==> config.mk <==
export PLATFORM = sky130hd
export DESIGN_NAME = inst_fetch_flat
export DESIGN_NICKNAME = d
export VERILOG_FILES = /design/src/rtl/inst_fetch_pkg.sv /design/src/rtl/inst_fetch_if.sv /design/src/rtl/inst_fetch_fifo.sv /design/src/rtl/inst_fetch.sv /design/src/flat_wrapper.sv
export SDC_FILE = /design/constraint.sdc
export NUM_CORES = 1
export LEC_CHECK = 0
export ABC_AREA = 1
export BUFFER_PORTS_ARGS = -buffer_cell sky130_fd_sc_hd__buf_4
export CORE_MARGIN = 8
export CORE_UTILIZATION = 25
export DETAILED_ROUTE_END_ITERATION = 12
export SLEW_MARGIN = 0
export SYNTH_ARGS = -nofsm -noshare
export SYNTH_HDL_FRONTEND = slang
export SYNTH_SLANG_ARGS = --single-unit
==> constraint.sdc <==
create_clock -name clk -period 5.5 [get_ports clk]
set_input_delay 1.1 -clock clk [delete_from_list [all_inputs] [get_ports clk]]
set_output_delay 1.1 -clock clk [all_outputs]
set_load 0.005 [all_outputs]
==> src/rtl/inst_fetch_pkg.sv <==
// inst_fetch_pkg: shared constants, fetch entry layout and state type for the fetch stage
package inst_fetch_pkg;
    localparam logic [31:0] RESET_PC_DEF = 32'hbfc00000;
    localparam logic [1:0]  SIZE_WORD    = 2'b10;
    localparam int          ENTRY_W      = 65;

    typedef struct packed {
        logic [31:0] inst;
        logic [31:0] pc;
        logic        adel;
    } fetch_entry_t;

    typedef enum logic {RUN, HALT} fetch_state_t;
endpackage

==> src/rtl/inst_fetch_if.sv <==
// inst_fetch_if: instruction bus, decode handshake and redirect signals of the fetch stage
interface inst_fetch_if;
    logic        inst_req;
    logic        inst_wr;
    logic [1:0]  inst_size;
    logic [31:0] inst_addr;
    logic [31:0] inst_wdata;
    logic        inst_addr_ok;
    logic        inst_data_ok;
    logic [31:0] inst_rdata;
    logic        redirect;
    logic [31:0] redirect_pc;
    logic        id_valid;
    logic        id_ready;
    logic [31:0] id_inst;
    logic [31:0] id_pc;
    logic        id_addr_error;

    modport master (
        output inst_req, inst_wr, inst_size, inst_addr, inst_wdata,
        output id_valid, id_inst, id_pc, id_addr_error,
        input  inst_addr_ok, inst_data_ok, inst_rdata, redirect, redirect_pc, id_ready
    );
    modport slave (
        input  inst_req, inst_wr, inst_size, inst_addr, inst_wdata,
        input  id_valid, id_inst, id_pc, id_addr_error,
        output inst_addr_ok, inst_data_ok, inst_rdata, redirect, redirect_pc, id_ready
    );
endinterface

==> src/rtl/inst_fetch_fifo.sv <==
// fetch_fifo: synchronous FIFO with flush; a full FIFO still accepts a push alongside a pop
module fetch_fifo #(
    parameter int WIDTH = 65,
    parameter int DEPTH = 2
) (
    input  logic                       clk,
    input  logic                       rst,
    input  logic                       i_push,
    input  logic                       i_pop,
    input  logic                       i_flush,
    input  logic [WIDTH-1:0]           i_data,
    output logic [WIDTH-1:0]           o_data,
    output logic [$clog2(DEPTH):0]     o_count,
    output logic                       o_full,
    output logic                       o_empty
);
    localparam int AW = $clog2(DEPTH);
    localparam int CW = AW + 1;

    logic [WIDTH-1:0] r_mem [DEPTH];
    logic [AW-1:0]    r_rd, r_wr;
    logic [CW-1:0]    r_count;
    logic             w_pop, w_push;

    assign o_count = r_count;
    assign o_full  = r_count == CW'(DEPTH);
    assign o_empty = r_count == '0;
    assign o_data  = r_mem[r_rd];
    assign w_pop   = i_pop & ~o_empty;
    assign w_push  = i_push & (~o_full | w_pop);

    always_ff @(posedge clk or posedge rst) begin
        if (rst) begin
            r_rd    <= '0;
            r_wr    <= '0;
            r_count <= '0;
        end else if (i_flush) begin
            r_rd    <= '0;
            r_wr    <= '0;
            r_count <= '0;
        end else begin
            if (w_push) r_wr <= r_wr + AW'(1);
            if (w_pop) r_rd <= r_rd + AW'(1);
            r_count <= r_count + CW'(w_push) - CW'(w_pop);
        end
    end

    always_ff @(posedge clk) begin
        if (w_push && !i_flush) r_mem[r_wr] <= i_data;
    end
endmodule

==> src/rtl/inst_fetch.sv <==
// inst_fetch: credit-limited instruction fetch with in-order buffering and redirect flush
module inst_fetch
    import inst_fetch_pkg::*;
#(
    parameter logic [31:0] RESET_PC   = RESET_PC_DEF,
    parameter int          FIFO_DEPTH = 2
) (
    input logic          clk,
    input logic          rst,
    inst_fetch_if.master bus
);
    localparam int CW = $clog2(FIFO_DEPTH) + 1;

    fetch_state_t r_state;
    logic [31:0]  r_fetch_pc, r_return_pc, r_addr;
    logic         r_req;
    logic [CW-1:0] r_out, r_discard;
    logic         w_accept, w_held, w_keep, w_adel, w_push, w_pop, w_can_issue, w_full, w_empty;
    logic [CW-1:0] w_count, w_out_next, w_count_next;
    fetch_entry_t w_push_entry, w_head;

    assign w_accept     = r_req & bus.inst_addr_ok;
    assign w_held       = r_req & ~bus.inst_addr_ok;
    assign w_keep       = bus.inst_data_ok & ~bus.redirect & (r_discard == '0);
    assign w_adel       = (r_state == RUN) & ~bus.redirect & (r_fetch_pc[1:0] != 2'b00) & ~w_full & ~r_req;
    assign w_push       = w_keep | w_adel;
    assign w_pop        = ~w_empty & bus.id_ready;
    assign w_out_next   = r_out + CW'(w_accept) - CW'(bus.inst_data_ok);
    assign w_count_next = w_count + CW'(w_push) - CW'(w_pop);
    // Credit counts everything buffered or in flight after this cycle's updates
    assign w_can_issue  = (r_state == RUN) & ~bus.redirect & (r_fetch_pc[1:0] == 2'b00) & ~w_held &
                          (({1'b0, w_count_next} + {1'b0, w_out_next}) < (CW + 1)'(FIFO_DEPTH));
    assign w_push_entry = w_keep ? {bus.inst_rdata, r_return_pc, 1'b0} : {32'd0, r_fetch_pc, 1'b1};

    fetch_fifo #(.WIDTH(ENTRY_W), .DEPTH(FIFO_DEPTH)) u_fifo (
        .clk     (clk),
        .rst     (rst),
        .i_push  (w_push),
        .i_pop   (w_pop),
        .i_flush (bus.redirect),
        .i_data  (w_push_entry),
        .o_data  (w_head),
        .o_count (w_count),
        .o_full  (w_full),
        .o_empty (w_empty)
    );

    assign bus.inst_req      = r_req;
    assign bus.inst_wr       = 1'b0;
    assign bus.inst_size     = SIZE_WORD;
    assign bus.inst_addr     = r_addr;
    assign bus.inst_wdata    = 32'd0;
    assign bus.id_valid      = ~w_empty;
    assign bus.id_inst       = w_empty ? 32'd0 : w_head.inst;
    assign bus.id_pc         = w_empty ? 32'd0 : w_head.pc;
    assign bus.id_addr_error = ~w_empty & w_head.adel;

    // fetch_pc advances at issue so a held stale request never disturbs the redirect target
    always_ff @(posedge clk or posedge rst) begin
        if (rst) begin
            r_state     <= RUN;
            r_fetch_pc  <= RESET_PC;
            r_return_pc <= RESET_PC;
            r_addr      <= RESET_PC;
            r_req       <= 1'b0;
            r_out       <= '0;
            r_discard   <= '0;
        end else begin
            r_out <= w_out_next;
            r_req <= w_held | w_can_issue;
            if (w_can_issue) r_addr <= r_fetch_pc;
            if (bus.redirect) begin
                r_state     <= RUN;
                r_fetch_pc  <= bus.redirect_pc;
                r_return_pc <= bus.redirect_pc;
                r_discard   <= w_out_next + CW'(w_held);
            end else begin
                if (w_can_issue) r_fetch_pc <= r_fetch_pc + 32'd4;
                if (w_adel) r_state <= HALT;
                if (w_keep) r_return_pc <= r_return_pc + 32'd4;
                if (bus.inst_data_ok && r_discard != '0) r_discard <= r_discard - CW'(1);
            end
        end
    end
endmodule

==> src/flat_wrapper.sv <==
// flat-port wrapper written by rule: the top's interface ports become plain ports
module inst_fetch_flat import inst_fetch_pkg::*;
#(
    parameter logic [31:0] RESET_PC   = RESET_PC_DEF,
    parameter int          FIFO_DEPTH = 2
)
  (clk, rst, bus_inst_req, bus_inst_wr, bus_inst_size, bus_inst_addr, bus_inst_wdata, bus_id_valid, bus_id_inst, bus_id_pc, bus_id_addr_error, bus_inst_addr_ok, bus_inst_data_ok, bus_inst_rdata, bus_redirect, bus_redirect_pc, bus_id_ready);
  inst_fetch_if bus_i ();
  input logic clk;
  input logic rst;
  output wire logic [$bits(bus_i.inst_req)-1:0] bus_inst_req;
  output wire logic [$bits(bus_i.inst_wr)-1:0] bus_inst_wr;
  output wire logic [$bits(bus_i.inst_size)-1:0] bus_inst_size;
  output wire logic [$bits(bus_i.inst_addr)-1:0] bus_inst_addr;
  output wire logic [$bits(bus_i.inst_wdata)-1:0] bus_inst_wdata;
  output wire logic [$bits(bus_i.id_valid)-1:0] bus_id_valid;
  output wire logic [$bits(bus_i.id_inst)-1:0] bus_id_inst;
  output wire logic [$bits(bus_i.id_pc)-1:0] bus_id_pc;
  output wire logic [$bits(bus_i.id_addr_error)-1:0] bus_id_addr_error;
  input wire logic [$bits(bus_i.inst_addr_ok)-1:0] bus_inst_addr_ok;
  input wire logic [$bits(bus_i.inst_data_ok)-1:0] bus_inst_data_ok;
  input wire logic [$bits(bus_i.inst_rdata)-1:0] bus_inst_rdata;
  input wire logic [$bits(bus_i.redirect)-1:0] bus_redirect;
  input wire logic [$bits(bus_i.redirect_pc)-1:0] bus_redirect_pc;
  input wire logic [$bits(bus_i.id_ready)-1:0] bus_id_ready;
  assign bus_inst_req = bus_i.inst_req;
  assign bus_inst_wr = bus_i.inst_wr;
  assign bus_inst_size = bus_i.inst_size;
  assign bus_inst_addr = bus_i.inst_addr;
  assign bus_inst_wdata = bus_i.inst_wdata;
  assign bus_id_valid = bus_i.id_valid;
  assign bus_id_inst = bus_i.id_inst;
  assign bus_id_pc = bus_i.id_pc;
  assign bus_id_addr_error = bus_i.id_addr_error;
  assign bus_i.inst_addr_ok = bus_inst_addr_ok;
  assign bus_i.inst_data_ok = bus_inst_data_ok;
  assign bus_i.inst_rdata = bus_inst_rdata;
  assign bus_i.redirect = bus_redirect;
  assign bus_i.redirect_pc = bus_redirect_pc;
  assign bus_i.id_ready = bus_id_ready;
  inst_fetch #(.RESET_PC(RESET_PC), .FIFO_DEPTH(FIFO_DEPTH)) u_core (.clk(clk), .rst(rst), .bus(bus_i));
endmodule
### Word-level counts from Yosys, hierarchy flattened

Memories as Yosys holds them, arrays and structs flattened.
Index checks and enable logic that the tools add are counted.

| operators by class | value |
|---|---|
| $lt $le $gt $ge | 1 |
| $add $sub $neg | 13 |
| equal/unequal tests | 1 |
| bitwise gates (word level) | 25 |
| muxes and demuxes | 18 |
| reductions and logical operators | 14 |

Operator list:

| kind | count |
|---|---|
| 2-to-1 mux 32 bit | 6 |
| 2-to-1 mux 65 bit | 1 |
| adder 32 x 3 -> 32 bit, second input constant | 2 |
| nonzero test 2 bit | 8 |
| bitwise AND 1 bit | 15 |
| adder 2 x 1 -> 2 bit | 4 |
| 2-to-1 mux 1 bit | 8 |
| inverter 1 bit | 7 |
| zero test 2 bit | 3 |
| 2-to-1 mux 2 bit | 3 |
| subtractor 2 x 1 -> 2 bit | 3 |
| adder 2 x 2 -> 3 bit | 1 |
| < comparator 3 x 2 -> 1 bit, second input constant | 1 |
| bitwise OR 1 bit | 3 |
| adder 1 bit, second input constant | 2 |
| == test 2 bit, second input constant | 1 |
| logical AND 1 bit | 2 |
| subtractor 2 x 1 -> 2 bit, second input constant | 1 |
| zero test 1 bit | 1 |

| storage, ports and cells | value |
|---|---|
| output and inout port bits | 134 |
| word-level logic and storage cells | 83 |
| register bits after elaboration | 106 |
| memory bits (writable) | 130 |
| memories | 1 |
| input port bits | 70 |

Memory list:

| memory | words | bits a word | read ports | clocked after memory_dff | wr ports | RTL line | text |
|---|---|---|---|---|---|---|---|
| u_core.u_fifo.r_mem | 2 | 65 | 1 | 0 | 1 | inst_fetch_fifo.sv:20 | `logic [WIDTH-1:0] r_mem [DEPTH];` |

### Logic depth before layout (Yosys ltp)

| depth | value |
|---|---|
| word-level depth | 13 |
| depth in mapped cells | 20 |

### By module

Synthesis repeated with hierarchy kept, for this count alone.

| second synthesis, totals | value |
|---|---|
| cells, all modules | 1,536 |
| area total of the unflattened synthesis | 12,319.3 µm² |

Modules (own cells, without submodules):

| module | cells an instance | instances | area each (µm²) |
|---|---|---|---|
| inst_fetch | 1,156 | 1 | 7,335.8 |
| fetch_fifo | 380 | 1 | 4,983.5 |

### Least setup slack after synthesis

OpenSTA, ideal clock, no wires.

| timing path | value |
|---|---|
| path kind | input to register |
| start | in bus_inst_data_ok |
| end | mem u_core.u_fifo.r_mem[0][0], enable pin |
| path slack | 0.564 ns |
| setup time | 0.488 ns |
| required time | 5.012 ns |
| data arrival time | 4.447 ns |
| cell stages on the path | 6 |
| path buffers | 0 |
| path through | nand2_2 -> nor2_2 -> inv_2 -> nand2_1 -> o21ai_1 -> nor2_1 |

| between the ends | value |
|---|---|
| cells in the longest elaborated chain, start to end | 7 |

Ends and longest elaborated chain:

| item | RTL line | text |
|---|---|---|
| start, declared | flat_wrapper.sv:21 | `input wire logic [$bits(bus_i.inst_data_ok)-1:0] bus_inst_data_ok;` |
| bitwise AND 1 bit (2 in series) | inst_fetch.sv:24 | `assign w_keep = bus.inst_data_ok & ~bus.redirect & (r_discard == '0);` |
| bitwise OR 1 bit | inst_fetch.sv:26 | `assign w_push = w_keep \| w_adel;` |
| bitwise AND 1 bit | inst_fetch_fifo.sv:30 | `assign w_push = i_push & (~o_full \| w_pop);` |
| logical AND 1 bit | inst_fetch_fifo.sv:49 | `if (w_push && !i_flush) r_mem[r_wr] <= i_data;` |
| 2-to-1 mux 1 bit | inst_fetch_fifo.sv:49 |  |
| 2-to-1 mux 1 bit (not written as such) | inst_fetch_fifo.sv:49 |  |
| end, declared | inst_fetch_fifo.sv:20 |  |

No other way between the ends.

### Worst setup path in the final report

| timing path | value |
|---|---|
| start | in bus_id_ready |
| end | reg u_core.r_fetch_pc[21] |

| between the ends | value |
|---|---|
| cells in the longest elaborated chain, start to end | 6 |

Ends and longest elaborated chain:

| item | RTL line | text |
|---|---|---|
| start, declared | flat_wrapper.sv:25 | `input wire logic [$bits(bus_i.id_ready)-1:0] bus_id_ready;` |
| bitwise AND 1 bit | inst_fetch.sv:27 | `assign w_pop = ~w_empty & bus.id_ready;` |
| subtractor 2 x 1 -> 2 bit | inst_fetch.sv:29 | `assign w_count_next = w_count + CW'(w_push) - CW'(w_pop);` |
| adder 2 x 2 -> 3 bit | inst_fetch.sv:32 | `(({1'b0, w_count_next} + {1'b0, w_out_next}) < (CW + 1)'(FIFO_DEPTH));` |
| < comparator 3 x 2 -> 1 bit | inst_fetch.sv:32 |  |
| bitwise AND 1 bit | inst_fetch.sv:31 | `assign w_can_issue = (r_state == RUN) & ~bus.redirect & (r_fetch_pc[1:0] == 2'b00) & ~w_held &` |
| nonzero test 2 bit (no source line) | - |  |
| end signal, assigned | inst_fetch.sv:74 | `r_fetch_pc <= bus.redirect_pc;` |
| end signal, assigned | inst_fetch.sv:78 | `if (w_can_issue) r_fetch_pc <= r_fetch_pc + 32'd4;` |
| end, declared | inst_fetch.sv:15 | `logic [31:0] r_fetch_pc, r_return_pc, r_addr;` |

No other way between the ends.
A chain may end at the register's enable or synchronous reset.

==> results.cfg <==
[critical_path]
worst_r2r_endpoint = u_core.r_fetch_pc[21]
end_kind = flop
path_common_cell = nand2_1
reg2reg_from = u_core.u_fifo.o_count[1]
rrSetupSlack_ns = 1.73
cp_cell_sequence = buf_4 -> nand2_1 -> inv_1 -> ha_1 -> inv_1 -> ha_1 -> xnor2_1 -> xor2_1 -> inv_1 -> fa_1 -> nor2_1 -> nand3_1 -> nor2_4 -> nor2_1 -> nor2_2 -> nand2_1 -> nand2_1 -> nand2_1 -> nand2_1
cp.arrival_ns = 4.24
criticalPathCategory = input pin to flop
reg2reg_depth = 20
slowest_stage = nor2_1
crit_buf_inv = 4
startpoint_type = input pin
path_max_fanout = 12
critical_path_required_ns = 5.94
crit_family = simple AND/OR/NAND/NOR gates
slowest_delay_ns = 0.79

[power]
p_clk_share_pct = 27.4
p_per_area_nw_per_um2 = 472
peakVddDrop_uv = 290
power_frac_comb_pct = 32.8
power.internal_mw = 4.40
switchingPower_mw = 2.44
p_leak_nw = 6.27
p_total_mw = 6.84
seq_power_share_pct = 39.8
switching_share_pct = 35.7

[routing]
detail-route-antenna-nets = 0
drc_errors = 0
top_layer = met4
vias = 9652
wire_per_inst_um = 17.2
routed-wl-met3_um = 2550
drtPass1Iterations = 6
wl_um = 36900
initialDrtViolationCount = 880
wl_met1_um = 17000
viasPerCell = 4.51
wl_met2_um = 16600

[die]
core-area_sq_um = 46700
floorplan.initialDensity_pct = 25.3
dieArea_sq_um = 54500
rows = 79
dieHeight_um = 233
die_w_um = 233
ios = 204

[sta]
max_slew_margin_pct = 31.6
fin_skew_ns = 0.0114
finalHoldViolCount = 0
tightestPinTransition_ns = 1.02
holdWs_ns = 0.480
tns_ns = 0
period_minus_slack_ns = 3.80
drv_slew = 0
fin_crit_sh_pct = 69.1
finalSetupViolCount = 0
rsz0062_at_grt = false
timing.fmax_mhz = 263

[clock_network]
post_cts_buffers = 0
cts_tree = built
clock-root-buffer = clkbuf_16
cts_buffers = 28
clock_sinks = 236
clk_latency_ns = 0.55
cts.clk_slew.worst_paths_ns = 0.06
cts_hold_buf = 0
clockBufferDepth = 3
cts_resized = 0
htree_levels = 1

[job]
drv_cap = 0

[finish]
syn_to_final_growth_pct = 22.6
final_nets = 1595
num_antenna_cells = 0
fin_cells = 2142
layout-drive-gt1-share_pct = 19.3

[synthesis]
yosysSeqAreaShare_pct = 55.8
synth_seq_cells = 236
avgSynthCellArea_sq_um = 8.67
synth.cell_area_sq_um = 11800
yosysUniqueCellTypes = 42
synth_area_leaders = edfxtp_1, dfrtp_1, nand2_1, dfstp_2, inv_1
syn-instance-count = 1363
synth_largest_area_cell = edfxtp_1
ys_warn_count = 0
synth_top_area_share_pct = 33.0

[placed_design]
gp_congestion = 0.895
portBuffers = 168
place_inst = 2091
hpwl_um = 26100

[worst_hold_path]
whs_endpoint = u_core.bus.inst_addr[22]
hold_depth = 2
worstHoldPathType = flop to flop
hold_start = u_core.bus.inst_addr[22]

[global_route]
grt_pass1_wl_um = 56300
grt_usage_pct = 13.2
antenna_found_initial = 0
grt_max_degree = 69
grt_overflow = 0
grt_pass1_vias = 9379

[outcome]
status = completed
registers in the layout (all words and copies together), names as in the netlist:
| signal | count |
|---|---|
| u_core.u_fifo.r_wr | 1 |
| u_core.r_fetch_pc | 32 |
| u_core.bus.inst_addr | 32 |
| u_core.r_return_pc | 32 |
| u_core.r_state | 1 |
| u_core.r_discard | 2 |
| u_core.u_fifo.o_count | 2 |
| u_core.bus.inst_req | 1 |
| u_core.u_fifo.r_rd | 1 |
| u_core.r_out | 2 |
| u_core.u_fifo.r_mem | 130 |
final cells by class:
| class | count | area (sq um) |
|---|---|---|
| clock buffer | 35 | 768 |
| clock inverter | 16 | 163 |
| fill | 4907 | 32200 |
| inverter | 140 | 528 |
| multi-input combinational | 929 | 4330 |
| sequential | 236 | 6590 |
| tap | 607 | 759 |
| timing repair buffer | 179 | 1340 |
per-layer routing:
layer | vias up | global-route usage, %
met3 | 46 | 2.35
met5 | - | 0
met2 | 316 | 21.1
met4 | 0 | 3.11
met1 | 4599 | 18.5
li1 | 4691 | -
tightest hold or removal path, cell delays in order (launching register included):
cell,delay (ns)
dfstp_2,0.38
nand2_1,0.06
nand2_1,0.05
worst max-delay path by stage:
stage	end	slack (ns)	depth (start not counted)	startpoint
4_1_cts	u_core.r_fetch_pc[21]	1.69	20	u_core.u_fifo.o_count[1]
6_report	u_core.r_fetch_pc[21]	1.70	19	bus_id_ready
2_1_floorplan	u_core.u_fifo.r_mem[0][0]	0.56	6	bus_inst_data_ok
5_1_grt	u_core.r_fetch_pc[29]	1.42	18	u_core.u_fifo.o_count[1]
3_5_place_dp	u_core.r_fetch_pc[21]	1.14	19	bus_id_ready
3_3_place_gp	u_core.r_fetch_pc[21]	1.13	19	bus_id_ready
per-stage QoR:
step | utilization, % | setup slack [ns] | cell area (sq um)
after global placement | 29.0 | 1.13 | 13600
after floorplan | - | 0.564 | 11900
after detailed placement | 29.0 | 1.14 | 13600
after global routing | 31.0 | 1.42 | 14500
after CTS | 31.0 | 1.69 | 14500
final | 31.0 | 1.70 | 14500
cells in the final DEF (no fill, tap or decap), drive strengths merged, types with 11 or more instances in the layout:
cell type and n:
dfrtp 79, nand3 73, nor3 11, clkbuf 35, buf 179, nand2 415
edfxtp 130, nand4 20, dfstp 27, inv 140, nor2 138, a21oi 92
conb 35, o21ai 82, o211ai 14
power groups by stage:
stage | registers (mW) | clock network (mW) | logic [mW]
after floorplan | 2.69 | 0 | 1.26
after global placement | 2.74 | 0 | 2.27
after detailed placement | 2.75 | 0 | 2.29
after CTS | 2.72 | 1.93 | 2.30
after global routing | 2.78 | 1.99 | 2.54
final | 2.72 | 1.87 | 2.24
kinds of logic (layout without fill, tap and decap cells):
group                    after synthesis  after routing  synth area share [%]
other                                  2             35                0.0636
adder cells (fa/ha/maj)               11             11                  1.23
AO/OA/AOI/OAI                        203            203                  9.27
flip-flops                           236            236                  55.8
AND/OR/NAND/NOR                      668            668                  23.9
XOR/XNOR                              12             12                 0.889
buffers and inverters                231            370                  8.86
cells in the mapped netlist (all sizes together):
cell type	number
clkbuf	26
nand2	415
dfstp	27
o31ai	1
or2	3
dfrtp	79
inv	140
o221ai	2
a21oi	92
a31oi	3
edfxtp	130
nor2	138
o211ai	14
nand4	20
o21a	1
o311ai	1
nand3b	7
nand3	73
xnor2	4
buf	65
o21bai	5
fa	1
nor3	11
o2111ai	2
o21ai	82
and2	1
conb	2
xor2	8
ha	10
(Power assumes the default switching activity.)
